$ cat src/rtl/u111_bus_arbiter_if.sv
// Local bus signals shared between the U111 bus arbiter and the parties it
// arbitrates: 68040 request/busy/lock inputs, external master requests, and
// the grant, buffer-direction and owner outputs.
interface u111_bus_arbiter_if;
  logic       BR_CPUn;
  logic       BB_CPUn;
  logic       LOCKn;
  logic [1:0] REQ;
  logic [1:0] GNT;
  logic       CPUBGn;
  logic       DMAn;
  logic [1:0] OWNER;

  // Arbiter side: samples requests, drives grants and ownership.
  modport master (
    input  BR_CPUn, BB_CPUn, LOCKn, REQ,
    output GNT, CPUBGn, DMAn, OWNER
  );

  // Requester side: the 68040 and the two external masters.
  modport slave (
    output BR_CPUn, BB_CPUn, LOCKn, REQ,
    input  GNT, CPUBGn, DMAn, OWNER
  );
endinterface

$ cat src/rtl/u111_bus_arbiter.sv
// U111 local bus arbiter: shares the 68040 local bus between the CPU (parked
// default owner), Amiga chipset DMA (requester 0) and the PCI bridge
// (requester 1). All outputs are registered.
module u111_bus_arbiter #(
  parameter int unsigned HOLD_LIMIT = 64
) (
  input  logic CLK40,
  input  logic RESET,
  u111_bus_arbiter_if.master bus
);

  localparam int unsigned CW = $clog2(HOLD_LIMIT + 1);
  localparam logic [CW-1:0] LIMIT = CW'(HOLD_LIMIT);

  typedef enum logic [2:0] {
    CPU_OWN,
    CPU_REL,
    DEAD,
    EXT_OWN,
    TURN
  } state_t;

  state_t        state;
  logic [CW-1:0] hold_cnt;
  logic          rr;
  logic          sel;
  logic          competing;
  logic          pick;

  // Contention seen by the current external owner, and round-robin choice.
  always_comb begin
    competing = 1'b0;
    pick      = 1'b0;
    competing = !bus.BR_CPUn || bus.REQ[~sel];
    pick      = bus.REQ[rr] ? rr : ~rr;
  end

  // Ownership FSM with registered grant/ownership outputs.
  always_ff @(posedge CLK40) begin
    if (RESET) begin
      state      <= CPU_OWN;
      bus.CPUBGn <= 1'b0;
      bus.GNT    <= '0;
      bus.DMAn   <= 1'b1;
      bus.OWNER  <= 2'd0;
      hold_cnt   <= '0;
      rr         <= 1'b0;
      sel        <= 1'b0;
    end else begin
      case (state)
        CPU_OWN: begin
          if (bus.REQ != '0 && bus.LOCKn) begin
            state      <= CPU_REL;
            bus.CPUBGn <= 1'b1;
            bus.OWNER  <= 2'd3;
          end
        end
        CPU_REL: begin
          if (bus.REQ == '0) begin
            state      <= CPU_OWN;
            bus.CPUBGn <= 1'b0;
            bus.OWNER  <= 2'd0;
          end else if (bus.BB_CPUn) begin
            sel   <= pick;
            state <= DEAD;
          end
        end
        DEAD: begin
          state     <= EXT_OWN;
          hold_cnt  <= '0;
          bus.GNT   <= sel ? 2'b10 : 2'b01;
          bus.DMAn  <= 1'b0;
          bus.OWNER <= sel ? 2'd2 : 2'd1;
        end
        EXT_OWN: begin
          // Release wins over a limit hit in the same cycle; the grant is
          // withdrawn one edge after the counter has reached the limit.
          if (!bus.REQ[sel]) begin
            state     <= TURN;
            rr        <= ~sel;
            bus.GNT   <= '0;
            bus.DMAn  <= 1'b1;
            bus.OWNER <= 2'd3;
          end else begin
            if (hold_cnt == LIMIT) begin
              bus.GNT <= '0;
            end
            if (competing && hold_cnt != LIMIT) begin
              hold_cnt <= hold_cnt + 1'b1;
            end
          end
        end
        TURN: begin
          if (!bus.BR_CPUn) begin
            state      <= CPU_OWN;
            bus.CPUBGn <= 1'b0;
            bus.OWNER  <= 2'd0;
          end else if (bus.REQ[~sel]) begin
            sel   <= ~sel;
            state <= DEAD;
          end else begin
            state      <= CPU_OWN;
            bus.CPUBGn <= 1'b0;
            bus.OWNER  <= 2'd0;
          end
        end
        default: begin
          state      <= CPU_OWN;
          bus.CPUBGn <= 1'b0;
          bus.GNT    <= '0;
          bus.DMAn   <= 1'b1;
          bus.OWNER  <= 2'd0;
        end
      endcase
    end
  end

endmodule

$ cat src/flat_wrapper.sv
// flat-port wrapper written by rule: the top's interface ports become plain ports
module u111_bus_arbiter_flat 
#(
  parameter int unsigned HOLD_LIMIT = 64
)
  (CLK40, RESET, bus_BR_CPUn, bus_BB_CPUn, bus_LOCKn, bus_REQ, bus_GNT, bus_CPUBGn, bus_DMAn, bus_OWNER);
  u111_bus_arbiter_if bus_i ();
  input  logic CLK40;
  input  logic RESET;
  input wire logic [$bits(bus_i.BR_CPUn)-1:0] bus_BR_CPUn;
  input wire logic [$bits(bus_i.BB_CPUn)-1:0] bus_BB_CPUn;
  input wire logic [$bits(bus_i.LOCKn)-1:0] bus_LOCKn;
  input wire logic [$bits(bus_i.REQ)-1:0] bus_REQ;
  output wire logic [$bits(bus_i.GNT)-1:0] bus_GNT;
  output wire logic [$bits(bus_i.CPUBGn)-1:0] bus_CPUBGn;
  output wire logic [$bits(bus_i.DMAn)-1:0] bus_DMAn;
  output wire logic [$bits(bus_i.OWNER)-1:0] bus_OWNER;
  assign bus_i.BR_CPUn = bus_BR_CPUn;
  assign bus_i.BB_CPUn = bus_BB_CPUn;
  assign bus_i.LOCKn = bus_LOCKn;
  assign bus_i.REQ = bus_REQ;
  assign bus_GNT = bus_i.GNT;
  assign bus_CPUBGn = bus_i.CPUBGn;
  assign bus_DMAn = bus_i.DMAn;
  assign bus_OWNER = bus_i.OWNER;
  u111_bus_arbiter #(.HOLD_LIMIT(HOLD_LIMIT)) u_core (.CLK40(CLK40), .RESET(RESET), .bus(bus_i));
endmodule
$ cat config.mk
export PLATFORM = sky130hd
export DESIGN_NAME = u111_bus_arbiter_flat
export DESIGN_NICKNAME = d
export VERILOG_FILES = /design/src/rtl/u111_bus_arbiter_if.sv /design/src/rtl/u111_bus_arbiter.sv /design/src/flat_wrapper.sv
export SDC_FILE = /design/constraint.sdc
export NUM_CORES = 1
export LEC_CHECK = 0
export ABC_AREA = 1
export CAP_MARGIN = 10
export CORE_MARGIN = 3
export CORE_UTILIZATION = 54
export CTS_CLUSTER_SIZE = 20
export DETAILED_ROUTE_END_ITERATION = 6
export GPL_TIMING_DRIVEN = 1
export PLACE_DENSITY = 0.81
export SETUP_SLACK_MARGIN = 0.1
export SYNTH_ARGS = -nofsm -noshare
export SYNTH_HDL_FRONTEND = slang
export SYNTH_SLANG_ARGS = --single-unit
$ cat constraint.sdc
create_clock -name CLK40 -period 1.8 [get_ports CLK40]
set_input_delay 0.36 -clock CLK40 [delete_from_list [all_inputs] [get_ports CLK40]]
set_output_delay 0.36 -clock CLK40 [all_outputs]
set_load 0.05 [all_outputs]
Word-level counts from Yosys, hierarchy flattened
Cells that the tools add are included.

storage, ports and cells
  bits in registers = 18
  latch bits = 0
  RAM bits = 0
  bits in read-only memories = 0
  bits of input ports = 7
  memories = 0

operators by class
  add/sub/neg operators = 1
  multiply operators = 0
  divide/modulo/power cells = 0
  magnitude comparators = 3
  equal/unequal tests = 18
  shifts and indexed selects = 0
  muxes and demuxes = 39
  bitwise operators = 5
  reduce and logical (&&, ||, !) cells = 19

operator list
  cell                                                   count
  2-to-1 mux 2 bit                                       9
  2-to-1 mux 1 bit                                       16
  2-to-1 mux 3 bit                                       5
  one-hot mux 3 bit (5 select lines)                     1
  2-to-1 mux 7 bit                                       2
  one-hot mux 7 bit (2 select lines)                     1
  inequality test 2 x 1 -> 1 bit, second input constant  5
  one-hot mux 2 bit (5 select lines)                     1
  inequality test 2 bit, second input constant           4
  AND reduction 4 bit                                    2
  adder 7 x 1 -> 7 bit, second input constant            1
  equality test 7 bit, second input constant             1
  inequality test 7 bit, second input constant           1
  equality test 3 x 2 -> 1 bit, second input constant    2
  < comparator 1 x 2 -> 1 bit, second input constant     3
  inequality test 3 bit, second input constant           2
  one-hot mux 2 bit (3 select lines)                     1
  AND reduction 2 bit                                    3
  AND reduction 3 bit                                    2
  nonzero test 2 bit                                     3
  inverter 1 bit                                         5
  AND reduction 5 bit                                    1
  one-hot mux 1 bit (4 select lines)                     1
  equality test 3 x 1 -> 1 bit, second input constant    1
  11 further kinds                                       12

Longest topological paths before layout
Gate-level depths: netlist of the first run.

  depth after elaboration = 8
  depth in mapped cells = 10

Least setup slack after synthesis of the first run
No wires, ideal clock.

  kind = flip-flop to flip-flop
  start point = register u_core.hold_cnt[0]
  end point = register u_core.hold_cnt[0]
  library setup time = 116 ps
  data arrival time = 1,149 ps
  data required time = 1,684 ps
  path slack = 535 ps
  cell stages (with the launch flop) = 10
  clock period less this slack = 1,265 ps
  cell sequence = dfxtp_1 > inv_1 > ha_1 > inv_1 > nor2_1 > nand3_1 > nand3_4 > clkinv_1 > o21ai_0 > nor2_1

between the ends
  longest elaborated chain between the ends = 4

RTL lines
  item                                                                              RTL line                                        text
  start, declared                                                                   u111_bus_arbiter.sv:24                          logic [CW-1:0] hold_cnt;
  start signal, assigned                                                            u111_bus_arbiter.sv:89                          hold_cnt <= hold_cnt + 1'b1;
  adder 7 x 1 -> 7 bit / inequality test 7 bit (equally long branches)              u111_bus_arbiter.sv:89, u111_bus_arbiter.sv:88
  2-to-1 mux 7 bit / logical AND 1 bit (equally long branches)                      u111_bus_arbiter.sv:88                          if (competing && hold_cnt != LIMIT) begin
  2-to-1 mux 7 bit / inequality test 2 x 1 -> 1 bit (equally long branches)         n/a
  one-hot mux 7 bit (2 select lines) / AND reduction 3 bit (equally long branches)  n/a

Parallel ways exist; a longest one is shown, timed or not. The select of a mux whose other input is x is not followed.
A chain may end at the register's enable or synchronous reset.

Worst setup path in the final report of the first run
  start point = input port bus_REQ[1]
  end point = register u_core.hold_cnt[6]

between the ends
  longest elaborated chain between the ends = 6

RTL lines
  item                                                 RTL line                text
  start, declared                                      flat_wrapper.sv:13      input wire logic [$bits(bus_i.REQ)-1:0] bus_REQ;
  2-to-1 mux 1 bit (not written as such) (2 in a row)  u111_bus_arbiter.sv:34  competing = !bus.BR_CPUn || bus.REQ[~sel];
  logical OR 1 bit                                     u111_bus_arbiter.sv:34
  logical AND 1 bit                                    u111_bus_arbiter.sv:88
  inequality test 2 x 1 -> 1 bit (no source line)      n/a
  AND reduction 3 bit (no source line) (*)             n/a

Mark *: on every way between the ends. The rest lies on a longest branch, timed or not. The select of a mux whose other input is x is not followed.

==> results of run 1 <==
## power breakdown
group          total (mW)  switching, mW  internal (mW)
combinational       0.797          0.538          0.260
sequential          0.559         0.0757          0.484
clock               0.258          0.135          0.123
total                1.61          0.748          0.867
## metal layers
layer | vias to the layer above | GRT usage, % | part of all wire [%]
li1 | 582 | - | -
met1 | 485 | 28.11 | 47
met2 | 38 | 34.12 | 44
met3 | 2 | 5.248 | 8.1
met4 | 0 | 5.381 | 0.70
met5 | - | 0 | 0
## cells by family after synthesis
logic type | share of synthesized area, %
flops | 32.69
buf+inv | 10.10
fa+ha+maj | 2.270
compound gates | 8.513
xor+xnor | 0.7947
simple gates | 45.63
## final cells by class
type | instances | area [um^2] | area share, %
multi-input cells | 129 | 633.1 | 49.66
flip-flops and latches | 18 | 360.3 | 28.26
repair buffers | 14 | 120.1 | 9.421
inverters | 25 | 93.84 | 7.360
clock buffers | 4 | 36.28 | 2.846
well taps | 25 | 31.28 | 2.453
## worst max-delay path, cell delays in order
cell and delay (ns):
clkdlybuf4s50_1 0.50, inv_1 0.07, nand2_1 0.07, nand2_1 0.13
nor2_8 0.15, nand3_4 0.15, nand2_4 0.12, nand2_1 0.06
inv_1 0.05, nor2_1 0.03
## synth_stat cells
library cell,instances
a21oi_1,11
clkbuf_8,1
xnor2_1,1
dfxtp_1,18
nand3_1,24
nand2_1,44
nand4_1,1
inv_2,2
nor2_1,30
inv_1,21
nor2_8,1
ha_1,2
nor2_2,1
a21oi_2,1
nand2_2,1
clkinv_1,2
clkbuf_1,1
nand2_4,1
nor3b_1,2
nor3_1,1
o21ai_0,6
nand3_4,2
## flip-flops by register name, summed over array words and instances (netlist names)
signal	count
u_core.bus.DMAn	1
u_core.bus.GNT	2
u_core.bus.OWNER	2
u_core.state	3
u_core.rr	1
u_core.sel	1
u_core.bus.CPUBGn	1
u_core.hold_cnt	7
## repair_timing
action | in CTS | in global routing
buffers inserted | 0 | 0
endpoints found under the setup margin | 0 | 1
resized for setup | 0 | 1
## metrics by stage
step / power [mW] / instance area [um^2] / instances
6_report: 1.615 / 1275 / 215
5_1_grt: 1.732 / 1275 / 215
4_1_cts: 1.609 / 1272 / 215
3_5_place_dp: 1.354 / 1236 / 211
3_3_place_gp: 1.344 / 1236 / 211
2_1_floorplan: 1.170 / 1102 / 174
## final timing paths
path	start	endpoint	slack [ns]
setup / recovery	bus_REQ[1]	u_core.hold_cnt[6]$_SDFFE_PP0P_	0.31
hold / removal	u_core.bus.GNT[0]$_SDFFE_PP0P_	u_core.bus.GNT[0]$_SDFFE_PP0P_	0.48
setup reg to reg	u_core.hold_cnt[0]$_SDFFE_PP0P_	u_core.hold_cnt[0]$_SDFFE_PP0P_	0.37
hold reg to reg	u_core.bus.GNT[0]$_SDFFE_PP0P_	u_core.bus.GNT[0]$_SDFFE_PP0P_	0.48
==> flow_summary.ini, run 1 <==
[power]
ir_worst_vdd_mv = 0.8133
leakage_nw = 0.6119
p_per_area_mw_per_mm2 = 1267

[sta]
worstMarginPinSlew_ns = 0.2785
setup_tns_ns = 0
period_share_pct = 82.76
rsz0062_at_grt = false
timing.hold.ws_ns = 0.4767
setup_viol = 0
drv_slew = 0
worst_slack_ns = 0.3102
relSlewSlack_pct = 81.37
fmax_mhz = 671.3
period_needed_ns = 1.490
hold_viol_final = 0
finClkSkew_ns = 0.01190

[global_routing]
grt_use_total_pct = 21.18
grt_pass1_wl_mm = 4.188
first_global_vias = 979
overflow = 0
grt_max_degree = 14
antenna_found_initial = 0

[worst_setup_path]
cp.arrival_ns = 1.69
crit_path_end_kind = flop
worst_r2r_path_depth = 9
critPathKind = input pin to flop
cp.required_ns = 2.00
path_max_fanout = 9
cp-start-kind = input pin

[synthesis]
syn_area_per_cell_um2 = 6.335
synth.largest_area_cell = dfxtp_1
synth_fp_nets = 183
yosysWarnings = 0
synth_seq_cells = 18
netlist_area_mm2 = 0.001102
ys_types = 22
seq_area_frac_synth_pct = 32.69
yosysTopAreaCellShare_pct = 32.69
syn_inst = 174
synthTopCellsByArea = dfxtp_1 (33%), nand2_1 (15%), nand3_1 (11%)

[place]
gp_congestion = 0.8820
hpwl_mm = 1.845
dp_slack_ns = 0.002578
numPortBuffers = 12

[hold_path]
hold_depth = 2
min_path_type = flop to flop

[detailed_routing]
drc_errors = 0
drt-total-wl_mm = 2.438
detail-route-antenna-nets = 0
drt-pass1-iter-count = 4
wire_per_inst_um = 11.34
vias = 1107
drtIter0Drc = 43
routed_via_density = 5.149

[final_layout]
diodes = 0
syn_to_final_growth_pct = 15.66
drive_above_1_share_pct = 11.58
utilization_pct = 70.03
final_common_cell = nand2_1
num-fill-cells = 170
layout_common_cells = nand2_1 (43), nor2_1 (30), nand3_1 (24)
num-nets-final = 200

[floorplanning]
initial_utilization_pct = 60.55
pin_count = 13
fp.dieH_um = 51.18
core_mm2 = 0.001821
die_x_um = 51.18
design.die.area_mm2 = 0.002619
std_cell_rows = 15

[clock_tree]
cts_buffer_depth = 2
cts_made_buffers = 3
root_buffer = clkbuf_4
cts_num_sinks = 18
insertion_delay_ns = 0.30
cts.clk_slew.worst_paths_ns = 0.10
htree_num_levels = 1
postCtsHoldBufs = 0
cts_tree = done

[run_status]
status = complete, no violations

[job]
max_cap_viol_count = 0
Note: power is estimated with default switching activity, not from simulation.
==> run 2: changes to the inputs <==
--- a/config.mk
+++ b/config.mk
@@ -8,11 +8,11 @@
 export ABC_AREA = 1
 export CAP_MARGIN = 10
 export CORE_MARGIN = 3
-export CORE_UTILIZATION = 54
+export CORE_UTILIZATION = 49
 export CTS_CLUSTER_SIZE = 20
 export DETAILED_ROUTE_END_ITERATION = 6
 export GPL_TIMING_DRIVEN = 1
-export PLACE_DENSITY = 0.81
+export PLACE_DENSITY = 0.78
 export SETUP_SLACK_MARGIN = 0.1
 export SYNTH_ARGS = -nofsm -noshare
 export SYNTH_HDL_FRONTEND = slang
==> constraint.sdc (replaced) <==
create_clock -name CLK40 -period 1.2 [get_ports CLK40]
set_input_delay 0.24 -clock CLK40 [delete_from_list [all_inputs] [get_ports CLK40]]
set_output_delay 0.24 -clock CLK40 [all_outputs]
set_load 0.05 [all_outputs]
==> flow_summary.ini, run 2 (synthesis gave the netlist of run 1 again) <==
[power]
p_sw_share_pct = 46.98
p_sw_mw = 1.579
seq_power_share_pct = 28.1
ir_worst_vdd_mv = 1.823
p_clk_share_pct = 11.8
total_power_mw = 3.360
p_per_area_mw_per_mm2 = 1851
leakage_nw = 0.8042
combPwrFrac_pct = 60.1
internal_power_mw = 1.781

[hold_path]
min_path_type = flop to flop

[final_layout]
num-nets-final = 225
diodes = 0
final_common_cell = nand2_1
syn_to_final_growth_pct = 64.70
largest_register_ffs = 7
drive_above_1_share_pct = 49.30
reg_top3 = u_core.hold_cnt x7, u_core.state x3
num-fill-cells = 95
fin_area_mm2 = 0.001815
multi_input_area_um2 = 867.1
regMostFlops = u_core.hold_cnt
fin_cells = 242
layout_common_cells = nand2_1 (30), buf_4 (24), nor2_1 (18)
seq_area_um2 = 389.1

[floorplanning]
fp.dieH_um = 53.43
std_cell_rows = 16
core_mm2 = 0.002042
initial_utilization_pct = 53.98
die_x_um = 53.43
pin_count = 13
design.die.area_mm2 = 0.002855

[detailed_routing]
detail-route-antenna-nets = 0
drt-pass1-iter-count = 5
drc_errors = 0
wire_per_inst_um = 18.74
routed_via_density = 5.988
drt-total-wl_mm = 4.536
vias = 1449
drtIter0Drc = 68

[clock_tree]
cts_made_buffers = 3
root_buffer = clkbuf_4
insertion_delay_ns = 0.30
cts.clk_slew.worst_paths_ns = 0.12
cts_num_sinks = 18
cts_tree = done
htree_num_levels = 1
cts_buffer_depth = 2

[run_status]
violations = setup timing
status = finished with violations

[global_routing]
antenna_found_initial = 0
grt_use_total_pct = 26.96
overflow = 0
grt_pass1_wl_mm = 5.602
grt_max_degree = 11
first_global_vias = 1300

[worst_setup_path]
path_max_fanout = 4
cp.required_ns = 1.39
cp-start-kind = flop
cp.arrival_ns = 1.57
critPathKind = flop to flop
crit_path_end_kind = flop

[sta]
drv_slew = 0
relSlewSlack_pct = 80.80
worstMarginPinSlew_ns = 0.2876
setup_viol = 14
period_needed_ns = 1.382
hold_viol_final = 0
rsz0062_at_grt = true
worst_slack_ns = -0.1818
timing.hold.ws_ns = 0.5292
fmax_mhz = 723.7
finClkSkew_ns = 0.002260
period_share_pct = 115.2

[job]
max_cap_viol_count = 0

[place]
dp_cells = 229
numPortBuffers = 12
placed_cell_area_mm2 = 0.001465
gp_congestion = 0.9483
hpwl_mm = 2.189
dp_slack_ns = -0.4630
==> run 2: changes by cell type in the layout (fill, tap and decap cells not counted), sizes merged <==
cell           previous run  this run
inv                      23        24
clkinv                    2         1
buf                       8        32
clkdlybuf4s50             6         4
dlygate4sd2               0         2
nand3                    26        27
==> run 2: area by class of cell <==
| type | count | area share [%] |
|---|---|---|
| multi-input cells | 130 | 47.76 |
| flip-flops and latches | 18 | 21.43 |
| repair buffers | 38 | 20.95 |
| inverters | 25 | 5.996 |
| clock buffers | 4 | 1.999 |
| well taps | 27 | 1.861 |
==> run 2: critical path, stage by stage (launching register included) <==
cell     delay, ns
dfxtp_4       0.42
inv_4         0.05
ha_4          0.15
inv_2         0.06
nor2_4        0.04
nand3_4       0.10
nand3_2       0.14
a21oi_1       0.20
nor2_1        0.10
==> run 2: timing repair <==
item / 4_1_cts / 5_1_grt
pin swaps: 23 / 14
endpoints found under the setup margin: 18 / 22
buffers inserted: 6 / 2
hold buffers: 0 / 0
gates resized for setup: 41 / 38
cloned: 1 / 0
endpoints found under the hold margin: 0 / 0
==> run 2: power by group through the flow <==
stage          combinational, mW  sequential, mW  clock [mW]
2_1_floorplan              0.706            1.09           0
3_3_place_gp                1.48           0.887           0
3_5_place_dp                1.51           0.897           0
4_1_cts                     1.73           0.909       0.386
5_1_grt                     2.12           0.952       0.419
6_report                    2.02           0.943       0.396
==> run 2: path summary, 6_finish.rpt <==
kind                              startpoint                               to  slack, ns  cells past startpoint
max          u_core.hold_cnt[0]$_SDFFE_PP0P_  u_core.hold_cnt[0]$_SDFFE_PP0P_      -0.18                      8
min                   u_core.rr$_SDFFE_PP0P_           u_core.rr$_SDFFE_PP0P_       0.53                      2
max reg2reg  u_core.hold_cnt[0]$_SDFFE_PP0P_  u_core.hold_cnt[0]$_SDFFE_PP0P_      -0.18                      8
min reg2reg           u_core.rr$_SDFFE_PP0P_           u_core.rr$_SDFFE_PP0P_       0.53                      2
==> run 2: stage by stage <==
stage               utilization (%)  TNS, ns
floorplan                         -        0
global placement              71.75   -5.824
detailed placement            71.75   -6.588
CTS                           81.68  -0.7116
global route                  88.91   -2.475
finish                        88.91   -1.761
==> run 2: per-layer routing <==
layer / share of wire [%] / vias to the layer above / GRT usage [%]
met5: 0 / - / 0
li1: - / 640 / -
met2: 53 / 102 / 53.06
met1: 36 / 685 / 29.08
met4: 3.8 / 0 / 8.511
met3: 7.2 / 22 / 2.817
